### config.mk
export PLATFORM = sky130hd
export DESIGN_NAME = lif_neuron_scheduler_flat
export DESIGN_NICKNAME = d
export VERILOG_FILES = /design/src/rtl/lif_neuron_scheduler_pkg.sv /design/src/rtl/lif_neuron_scheduler_if.sv /design/src/rtl/lif_neuron_scheduler_update.sv /design/src/rtl/lif_neuron_scheduler.sv /design/src/flat_wrapper.sv
export SDC_FILE = /design/constraint.sdc
export NUM_CORES = 1
export LEC_CHECK = 0
export BUFFER_PORTS_ARGS = -buffer_cell sky130_fd_sc_hd__buf_2
export CELL_PAD_IN_SITES_DETAIL_PLACEMENT = 0
export CELL_PAD_IN_SITES_GLOBAL_PLACEMENT = 2
export CORE_MARGIN = 2
export CORE_UTILIZATION = 41
export CTS_CLUSTER_DIAMETER = 100
export DETAILED_ROUTE_END_ITERATION = 12
export PLACE_DENSITY_LB_ADDON = 0.1
export SKIP_LAST_GASP = 1
export SYNTH_ARGS = -nofsm -noshare
export SYNTH_HDL_FRONTEND = slang
export SYNTH_SLANG_ARGS = --single-unit
### constraint.sdc
create_clock -name clk -period 9.7 [get_ports clk]
set_input_delay 1.455 -clock clk [delete_from_list [all_inputs] [get_ports clk]]
set_output_delay 1.455 -clock clk [all_outputs]
set_load 0.02 [all_outputs]
### src/rtl/lif_neuron_scheduler_pkg.sv
// Shared constants and types for the time-multiplexed LIF neuron scheduler.
// Holds the config address map, the config reset values and the FSM state encoding.
package lif_pkg;

    localparam logic [1:0] CFG_THRESH = 2'd0;
    localparam logic [1:0] CFG_LEAK   = 2'd1;
    localparam logic [1:0] CFG_REFR   = 2'd2;
    localparam logic [1:0] CFG_MODE   = 2'd3;

    localparam logic [7:0] THRESH_RST = 8'd128;
    localparam logic [2:0] LEAK_RST   = 3'd1;
    localparam logic [3:0] REFR_RST   = 4'd0;
    localparam logic       MODE_RST   = 1'b0;

    localparam int REF_W = 4;

    typedef enum logic [1:0] {
        S_IDLE,
        S_UPDATE,
        S_DONE
    } state_t;

endpackage

### src/rtl/lif_neuron_scheduler_if.sv
// Config/step/spike bundle between the pin mapping and the LIF scheduler.
// master drives config writes, step and currents; slave returns status and spikes.
interface lif_neuron_scheduler_if #(
    parameter int NEURONS = 4,
    parameter int IN_W    = 8
);
    logic                      cfg_valid;
    logic                      cfg_ready;
    logic [1:0]                cfg_addr;
    logic [7:0]                cfg_data;
    logic                      step;
    logic [NEURONS*IN_W-1:0]   in_current;
    logic                      busy;
    logic [NEURONS-1:0]        spikes;
    logic                      spike_valid;
    logic                      overrun;

    modport master (
        output cfg_valid, cfg_addr, cfg_data, step, in_current,
        input  cfg_ready, busy, spikes, spike_valid, overrun
    );

    modport slave (
        input  cfg_valid, cfg_addr, cfg_data, step, in_current,
        output cfg_ready, busy, spikes, spike_valid, overrun
    );
endinterface

### src/rtl/lif_neuron_scheduler_update.sv
// Combinational single-neuron LIF update: leak, saturating integrate, threshold, reset/subtract.
// Refractory ports exist only when LIF_REFRACTORY_EN is defined.
module lif_update_unit
    import lif_pkg::*;
#(
    parameter int STATE_W = 8,
    parameter int IN_W    = 8
) (
    input  logic [STATE_W-1:0] i_u,
    input  logic [STATE_W-1:0] i_thresh,
    input  logic [IN_W-1:0]    i_cur,
    input  logic [2:0]         i_leak,
    input  logic               i_mode,
`ifdef LIF_REFRACTORY_EN
    input  logic [REF_W-1:0]   i_ref,
    input  logic [REF_W-1:0]   i_refr_len,
    output logic [REF_W-1:0]   o_ref,
`endif
    output logic [STATE_W-1:0] o_u,
    output logic               o_spike
);

    logic [STATE_W-1:0] w_leaked;
    logic [STATE_W:0]   w_sum;
    logic [STATE_W-1:0] w_sat;

    always_comb begin
        w_leaked = (i_leak == 3'd0) ? i_u : (i_u - (i_u >> i_leak));
        w_sum    = {1'b0, w_leaked} + {{(STATE_W + 1 - IN_W){1'b0}}, i_cur};
        w_sat    = w_sum[STATE_W] ? {STATE_W{1'b1}} : w_sum[STATE_W-1:0];
        o_spike  = (w_sat >= i_thresh);
        o_u      = o_spike ? (i_mode ? (w_sat - i_thresh) : '0) : w_sat;
`ifdef LIF_REFRACTORY_EN
        o_ref    = o_spike ? i_refr_len : i_ref;
        // A refractory neuron neither integrates nor fires; it only counts down.
        if (i_ref != '0) begin
            o_u     = '0;
            o_spike = 1'b0;
            o_ref   = i_ref - 1'b1;
        end
`endif
    end

endmodule

### src/rtl/lif_neuron_scheduler.sv
// Sequences one shared LIF update unit over NEURONS virtual neurons; latency NEURONS+2 cycles per step.
// step while busy is dropped and flags overrun; ena low freezes all state. Optional: LIF_REFRACTORY_EN.
module lif_neuron_scheduler
    import lif_pkg::*;
#(
    parameter int NEURONS = 4,
    parameter int STATE_W = 8,
    parameter int IN_W    = 8
) (
    input  logic                   clk,
    input  logic                   rst_n,
    input  logic                   ena,
    lif_neuron_scheduler_if.slave  bus
);

    localparam int IDX_W = (NEURONS > 1) ? $clog2(NEURONS) : 1;

    state_t                   r_state;
    state_t                   w_state_nxt;
    logic [IDX_W-1:0]         r_idx;
    logic [NEURONS*IN_W-1:0]  r_cur;
    logic [STATE_W-1:0]       r_u [NEURONS];
    logic [NEURONS-1:0]       r_acc;
    logic [NEURONS-1:0]       r_spikes;
    logic                     r_overrun;
    logic [STATE_W-1:0]       r_thresh;
    logic [2:0]               r_leak;
    logic                     r_mode;
`ifdef LIF_REFRACTORY_EN
    logic [REF_W-1:0]         r_ref [NEURONS];
    logic [REF_W-1:0]         r_refr_len;
    logic [REF_W-1:0]         w_ref_nxt;
`endif

    logic                     w_step_go;
    logic                     w_cfg_we;
    logic                     w_last;
    logic [STATE_W-1:0]       w_u_nxt;
    logic                     w_spike;
    logic [NEURONS-1:0]       w_spk_vec;

    assign w_step_go = ena && bus.step && (r_state == S_IDLE);
    assign w_cfg_we  = ena && bus.cfg_valid && (r_state == S_IDLE);
    assign w_last    = (r_idx == IDX_W'(NEURONS - 1));

    assign bus.cfg_ready   = ena && (r_state == S_IDLE);
    assign bus.busy        = (r_state != S_IDLE);
    assign bus.spike_valid = ena && (r_state == S_DONE);
    assign bus.spikes      = r_spikes;
    assign bus.overrun     = r_overrun;

    lif_update_unit #(
        .STATE_W (STATE_W),
        .IN_W    (IN_W)
    ) u_update (
        .i_u        (r_u[r_idx]),
        .i_thresh   (r_thresh),
        .i_cur      (r_cur[r_idx*IN_W +: IN_W]),
        .i_leak     (r_leak),
        .i_mode     (r_mode),
`ifdef LIF_REFRACTORY_EN
        .i_ref      (r_ref[r_idx]),
        .i_refr_len (r_refr_len),
        .o_ref      (w_ref_nxt),
`endif
        .o_u        (w_u_nxt),
        .o_spike    (w_spike)
    );

    always_ff @(posedge clk) begin
        if (!rst_n) begin
            r_state <= S_IDLE;
        end else if (ena) begin
            r_state <= w_state_nxt;
        end
    end

    always_comb begin
        w_state_nxt = r_state;
        w_spk_vec   = r_acc;
        w_spk_vec[r_idx] = w_spike;
        case (r_state)
            S_IDLE:   if (w_step_go) w_state_nxt = S_UPDATE;
            S_UPDATE: if (w_last)    w_state_nxt = S_DONE;
            S_DONE:   w_state_nxt = S_IDLE;
            default:  w_state_nxt = S_IDLE;
        endcase
    end

    always_ff @(posedge clk) begin
        if (!rst_n) begin
            r_idx     <= '0;
            r_cur     <= '0;
            r_acc     <= '0;
            r_spikes  <= '0;
            r_overrun <= 1'b0;
            r_thresh  <= STATE_W'(THRESH_RST);
            r_leak    <= LEAK_RST;
            r_mode    <= MODE_RST;
            for (int i = 0; i < NEURONS; i++) begin
                r_u[i] <= '0;
`ifdef LIF_REFRACTORY_EN
                r_ref[i] <= '0;
`endif
            end
`ifdef LIF_REFRACTORY_EN
            r_refr_len <= REFR_RST;
`endif
        end else if (ena) begin
            if (w_cfg_we) begin
                case (bus.cfg_addr)
                    CFG_THRESH: r_thresh <= STATE_W'(bus.cfg_data);
                    CFG_LEAK:   r_leak   <= bus.cfg_data[2:0];
`ifdef LIF_REFRACTORY_EN
                    CFG_REFR:   r_refr_len <= bus.cfg_data[3:0];
`else
                    CFG_REFR:   ;
`endif
                    CFG_MODE:   r_mode   <= bus.cfg_data[0];
                    default:    ;
                endcase
            end
            if (bus.step && (r_state != S_IDLE)) begin
                r_overrun <= 1'b1;
            end
            // Currents are captured once so mid-step input changes cannot leak in.
            if (w_step_go) begin
                r_cur <= bus.in_current;
                r_idx <= '0;
                r_acc <= '0;
            end
            if (r_state == S_UPDATE) begin
                r_u[r_idx] <= w_u_nxt;
`ifdef LIF_REFRACTORY_EN
                r_ref[r_idx] <= w_ref_nxt;
`endif
                r_acc <= w_spk_vec;
                r_idx <= r_idx + 1'b1;
                if (w_last) begin
                    r_spikes <= w_spk_vec;
                end
            end
        end
    end

endmodule
### src/flat_wrapper.sv
// flat-port wrapper written by rule: the top's interface ports become plain ports
module lif_neuron_scheduler_flat import lif_pkg::*;
#(
    parameter int NEURONS = 4,
    parameter int STATE_W = 8,
    parameter int IN_W    = 8
)
  (clk, rst_n, ena, bus_cfg_valid, bus_cfg_addr, bus_cfg_data, bus_step, bus_in_current, bus_cfg_ready, bus_busy, bus_spikes, bus_spike_valid, bus_overrun);
  lif_neuron_scheduler_if #(.NEURONS(NEURONS), .IN_W(IN_W)) bus_i ();
  input  logic clk;
  input  logic rst_n;
  input  logic ena;
  input wire logic [$bits(bus_i.cfg_valid)-1:0] bus_cfg_valid;
  input wire logic [$bits(bus_i.cfg_addr)-1:0] bus_cfg_addr;
  input wire logic [$bits(bus_i.cfg_data)-1:0] bus_cfg_data;
  input wire logic [$bits(bus_i.step)-1:0] bus_step;
  input wire logic [$bits(bus_i.in_current)-1:0] bus_in_current;
  output wire logic [$bits(bus_i.cfg_ready)-1:0] bus_cfg_ready;
  output wire logic [$bits(bus_i.busy)-1:0] bus_busy;
  output wire logic [$bits(bus_i.spikes)-1:0] bus_spikes;
  output wire logic [$bits(bus_i.spike_valid)-1:0] bus_spike_valid;
  output wire logic [$bits(bus_i.overrun)-1:0] bus_overrun;
  assign bus_i.cfg_valid = bus_cfg_valid;
  assign bus_i.cfg_addr = bus_cfg_addr;
  assign bus_i.cfg_data = bus_cfg_data;
  assign bus_i.step = bus_step;
  assign bus_i.in_current = bus_in_current;
  assign bus_cfg_ready = bus_i.cfg_ready;
  assign bus_busy = bus_i.busy;
  assign bus_spikes = bus_i.spikes;
  assign bus_spike_valid = bus_i.spike_valid;
  assign bus_overrun = bus_i.overrun;
  lif_neuron_scheduler #(.NEURONS(NEURONS), .STATE_W(STATE_W), .IN_W(IN_W)) u_core (.clk(clk), .rst_n(rst_n), .ena(ena), .bus(bus_i));
endmodule
==> reports/summary.md <==
The area share of the largest cell type after synthesis was 21.37%; the number of clock buffers inserted by TritonCTS was 9. Max-cap violations in this run came to 0. The final worst clock skew was 0.01084 ns; the number of placement rows was 42. The logs give 4229 for the via count and 0 ns for the setup total negative slack. On the critical path the largest part of the delay comes from compound AO/OA/AOI/OAI gates. The congestion estimate from routability-driven global placement came to 0.8687.

In this run the static leakage power is 0.002406 uW. The warning count from the yosys run is 0. The number of clock sinks was 90. 55 I/O pins were placed. The run gives 0 as the number of inserted diodes. For the max-slew violation count, the log shows 0. Yosys mapped a number of flops with a built-in enable equal to 32. The first-pass GRT wire length was 22.54 mm; the number of cells in the finished layout apart from fillers was 788.

The number of nets handed over by synthesis was 643. The required time at the endpoint of the critical path was 9.90 ns; the height of the chip was 119.1 um. At the end of the flow, the number of nets in the layout was 685.

Detailed placement finished with a half-perimeter wire length of 9.973 mm. The clock transition at the registers of the reported paths was 0.07 ns. Summing the areas of all and, or, nand and nor instances in the mapped netlist gives 18.17% of the synthesized area.

Cells with a size suffix above 1 make up 17.32% of the layout. For the clock latency on the worst-skew pair, the log shows 0.35 ns. The H-tree depth reported by CTS is 3, and the critical path buffer and inverter count is 2. Multiplexer area fraction after synthesis: 12.83%. The overall fraction of global-route tracks in use came out at 20.34%. The mean routed wirelength per cell was 17.19 um; the count of buffers inserted at the top-level ports was 54.

Measured against its own limit, the worst slew margin works out to 33.74%. Across the VDD grid, the largest voltage drop is 88.42 uV. Summing the sequential cell areas from Yosys gives 39.05% of the chip area. The signal arrival time at the worst endpoint is 6.88 ns, and the post-synthesis register bit count is 90.

The most used flip-flop cell after synthesis is sky130_fd_sc_hd__dfxtp_1. The critical setup path kind was register to register. The first TritonRoute pass finished after 5 iterations. Synthesis produced 565 cells. The path type of the worst min-delay path was register to register.

The tools report the post-placement worst setup slack as 3.024 ns. The total die area is 14190 um^2. The commonest non-fill, non-tap cell in the layout was sky130_fd_sc_hd__nand2_1.

The sum of overflow across all layers after global routing was 0; the initial core utilization was 41.53%. In the finished design, the share of the clock period the worst path needs comes to 68.89%. The largest single stage delay on the critical path is 0.64 ns. The routed design has 13.55 mm of wire. Summing the areas of all xor and xnor instances in the mapped netlist gives 0.9671% of the synthesized area. The switching share of total power was 39.29%; the setup slack of the critical path after layout was 3.018 ns. The run gives 5434 um^2 as the post-synthesis instance area. In this run the horizontal extent of the chip is 119.1 um. STA classifies the critical path startpoint as a register. In the routed design, unresolved DRC markers number 0. The clock network accounts for 26.1% of the total power. In this run the clock root is driven by a sky130_fd_sc_hd__clkbuf_16. Final critical delay including setup and external delays: 6.682 ns. For the relative contribution of combinational cells to total power, the log shows 41.9%.

The run gives 772 as the total instance count after detailed placement. The floorplan core area is 13090 um^2, and the fraction of the mapped netlist area in compound gates is 17.73%. Traced cell by cell, the critical path runs through mux4_2 -> mux4_2 -> mux2i_1 -> ha_1 -> nor2b_1 -> o21ai_0 -> a21o_1 -> a21boi_0 -> o31ai_1 -> ha_1 -> nor2_1 -> o22a_1 -> o21ai_0 -> inv_1 -> ha_1 -> inv_1 -> fa_1 -> a21o_1 -> a221oi_4 -> a21o_1 -> a21oi_1 -> nor2_1. TritonCTS built the clock tree. In this run the remaining antenna-violating nets after routing total 0. Hold repair after CTS inserted 0 buffers. The tools report the initial antenna violation count as 0. Number of hold violations in the final report: 0. The design draws 1309 uW. The slowest library cell on the worst path was sky130_fd_sc_hd__dfxtp_1.

The number of global-route vias before repair came out at 4279. The run finished with clean final reports. The first-iteration detailed-routing DRC count is 264. Based on the critical path, the design can be clocked at up to 149.7 MHz. Once the clock tree was built, the resizer swapped 0 gates to a different size. Per-instance average area after synthesis: 9.618 um^2. The share of synthesized flip-flops with an asynchronous set or reset was 0%.

The run gives 0 as the number of setup violations in the final report. Sorting the synthesized cells by area gives the leading types as sky130_fd_sc_hd__dfxtp_1, sky130_fd_sc_hd__edfxtp_1, sky130_fd_sc_hd__mux4_2, sky130_fd_sc_hd__nand2_1, sky130_fd_sc_hd__ha_1. The startpoint identified for the worst hold timing path is u_core.r_cur[20]. The via density per instance is 5.367, and the cell-internal power is 795.0 uW. After clock tree synthesis, the setup repair step added 0 buffers.

The synthesized netlist devotes 7.552% of its cell area to adder and majority cells. The cell area power density is 214.0 nW/um^2. Entering global routing, the biggest net connects 35 pins.

In the layout the commonest cells are sky130_fd_sc_hd__nand2_1, sky130_fd_sc_hd__dfxtp_1, sky130_fd_sc_hd__buf_2. After synthesis, the largest family of logic cells by area is simple AND/OR/NAND/NOR gates. Setup repair after global routing left no endpoint under its margin. The largest area contributor in the netlist is sky130_fd_sc_hd__dfxtp_1. The worst setup path is captured at a register. Along the worst path, the maximum fanout reaches 12. The longest clock path from root to sink contains 2 buffers. Sequential cells burn 32.0% of the power.

The number of distinct standard cells referenced by the synthesized netlist is 67. The synthesis-to-finish area growth works out to 12.62%. The total net switching power was 514.5 uW. At the pin with the least slew margin, the transition time is 0.9885 ns.
[stage by stage]
step / utilization (%) / cell area, um^2 / hold slack (ns)
after floorplan: - / 5434 / 0.4370
after global placement: 44.59 / 5834 / 0.4468
after detailed placement: 44.59 / 5834 / 0.4550
after CTS: 46.77 / 6120 / 0.4675
after global routing: 46.77 / 6120 / 0.4865
final: 46.77 / 6120 / 0.4625
[area by class of cell]
type	count	area (um^2)
fill	1281	6965
multi-input combinational	426	3113
sequential	90	2122
timing repair buffer	57	292.8
clock buffer	9	225.2
tap	176	220.2
inverter	23	86.33
clock inverter	7	60.06
[power by group through the flow]
stage	clock (uW)	sequential (uW)	combinational, uW
after floorplan	0	421	420
after global placement	0	427	538
after detailed placement	0	428	541
after CTS	351	420	545
after global routing	364	422	612
final	341	419	549
[path summary, 6_finish.rpt]
kind                      endpoint  slack (ns)  cells past startpoint
hold reg to reg   u_core.r_cur[20]        0.46                      2
setup / recovery  u_core.r_u[0][1]        3.02                     22
hold / removal    u_core.r_cur[20]        0.46                      2
setup reg to reg  u_core.r_u[0][1]        3.02                     22
[synth_stat cells (3+ instances only)]
cell type                  count
sky130_fd_sc_hd__nor3b_1       8
sky130_fd_sc_hd__a21oi_1      17
sky130_fd_sc_hd__dfxtp_1      58
sky130_fd_sc_hd__o21ai_0      25
sky130_fd_sc_hd__nor2b_1      13
sky130_fd_sc_hd__and2_1        5
sky130_fd_sc_hd__a211o_1       3
sky130_fd_sc_hd__a21boi_0     34
sky130_fd_sc_hd__fa_1          3
sky130_fd_sc_hd__mux2i_1      25
sky130_fd_sc_hd__ha_1         28
sky130_fd_sc_hd__clkbuf_1     20
sky130_fd_sc_hd__xnor2_1       5
sky130_fd_sc_hd__mux4_2       16
sky130_fd_sc_hd__inv_1        23
sky130_fd_sc_hd__o21a_1        4
sky130_fd_sc_hd__a31o_1        3
sky130_fd_sc_hd__nand2_1      94
sky130_fd_sc_hd__and3_1        4
sky130_fd_sc_hd__nor4_1        3
sky130_fd_sc_hd__a22o_1        3
sky130_fd_sc_hd__nor2_1       46
sky130_fd_sc_hd__nand3b_1      4
sky130_fd_sc_hd__o22ai_1       3
sky130_fd_sc_hd__edfxtp_1     32
sky130_fd_sc_hd__nand3_1       7
sky130_fd_sc_hd__nor3_1        4
sky130_fd_sc_hd__mux2_2        4
sky130_fd_sc_hd__a211oi_1     10
sky130_fd_sc_hd__o32ai_1       3
sky130_fd_sc_hd__nand2b_1      6
sky130_fd_sc_hd__a21o_1        8
[registers in the layout, summed over array words and instances, names as in the netlist, named ones only]
register / count
u_core.r_leak: 3
u_core.r_mode: 1
u_core.bus.spikes: 4
u_core.r_thresh: 8
u_core.r_acc: 3
u_core.r_cur: 32
u_core.r_state: 2
u_core.r_u: 32
u_core.bus.overrun: 1
u_core.r_idx: 2
[metal layers]
layer | vias to the layer above | track usage (%) | routed length (um)
li1 | 2125 | - | -
met1 | 2012 | 28.39 | 6594
met2 | 79 | 32.33 | 6304
met3 | 13 | 3.496 | 443
met4 | 0 | 6.176 | 205
met5 | - | 0 | 0
[tightest hold or removal path: stages, from the launching register on]
cell,delay (ns)
sky130_fd_sc_hd__dfxtp_1,0.31
sky130_fd_sc_hd__nand2_1,0.04
sky130_fd_sc_hd__a21boi_0,0.06
[cells by family after synthesis]
group / Yosys count
and+or+nand+nor: 208
AOI/OAI and AO/OA: 134
DFF: 90
buffers and inverters: 49
muxes: 47
adders and majority gates: 31
xor gates and xnor gates: 6
(Power assumes the default switching activity.)
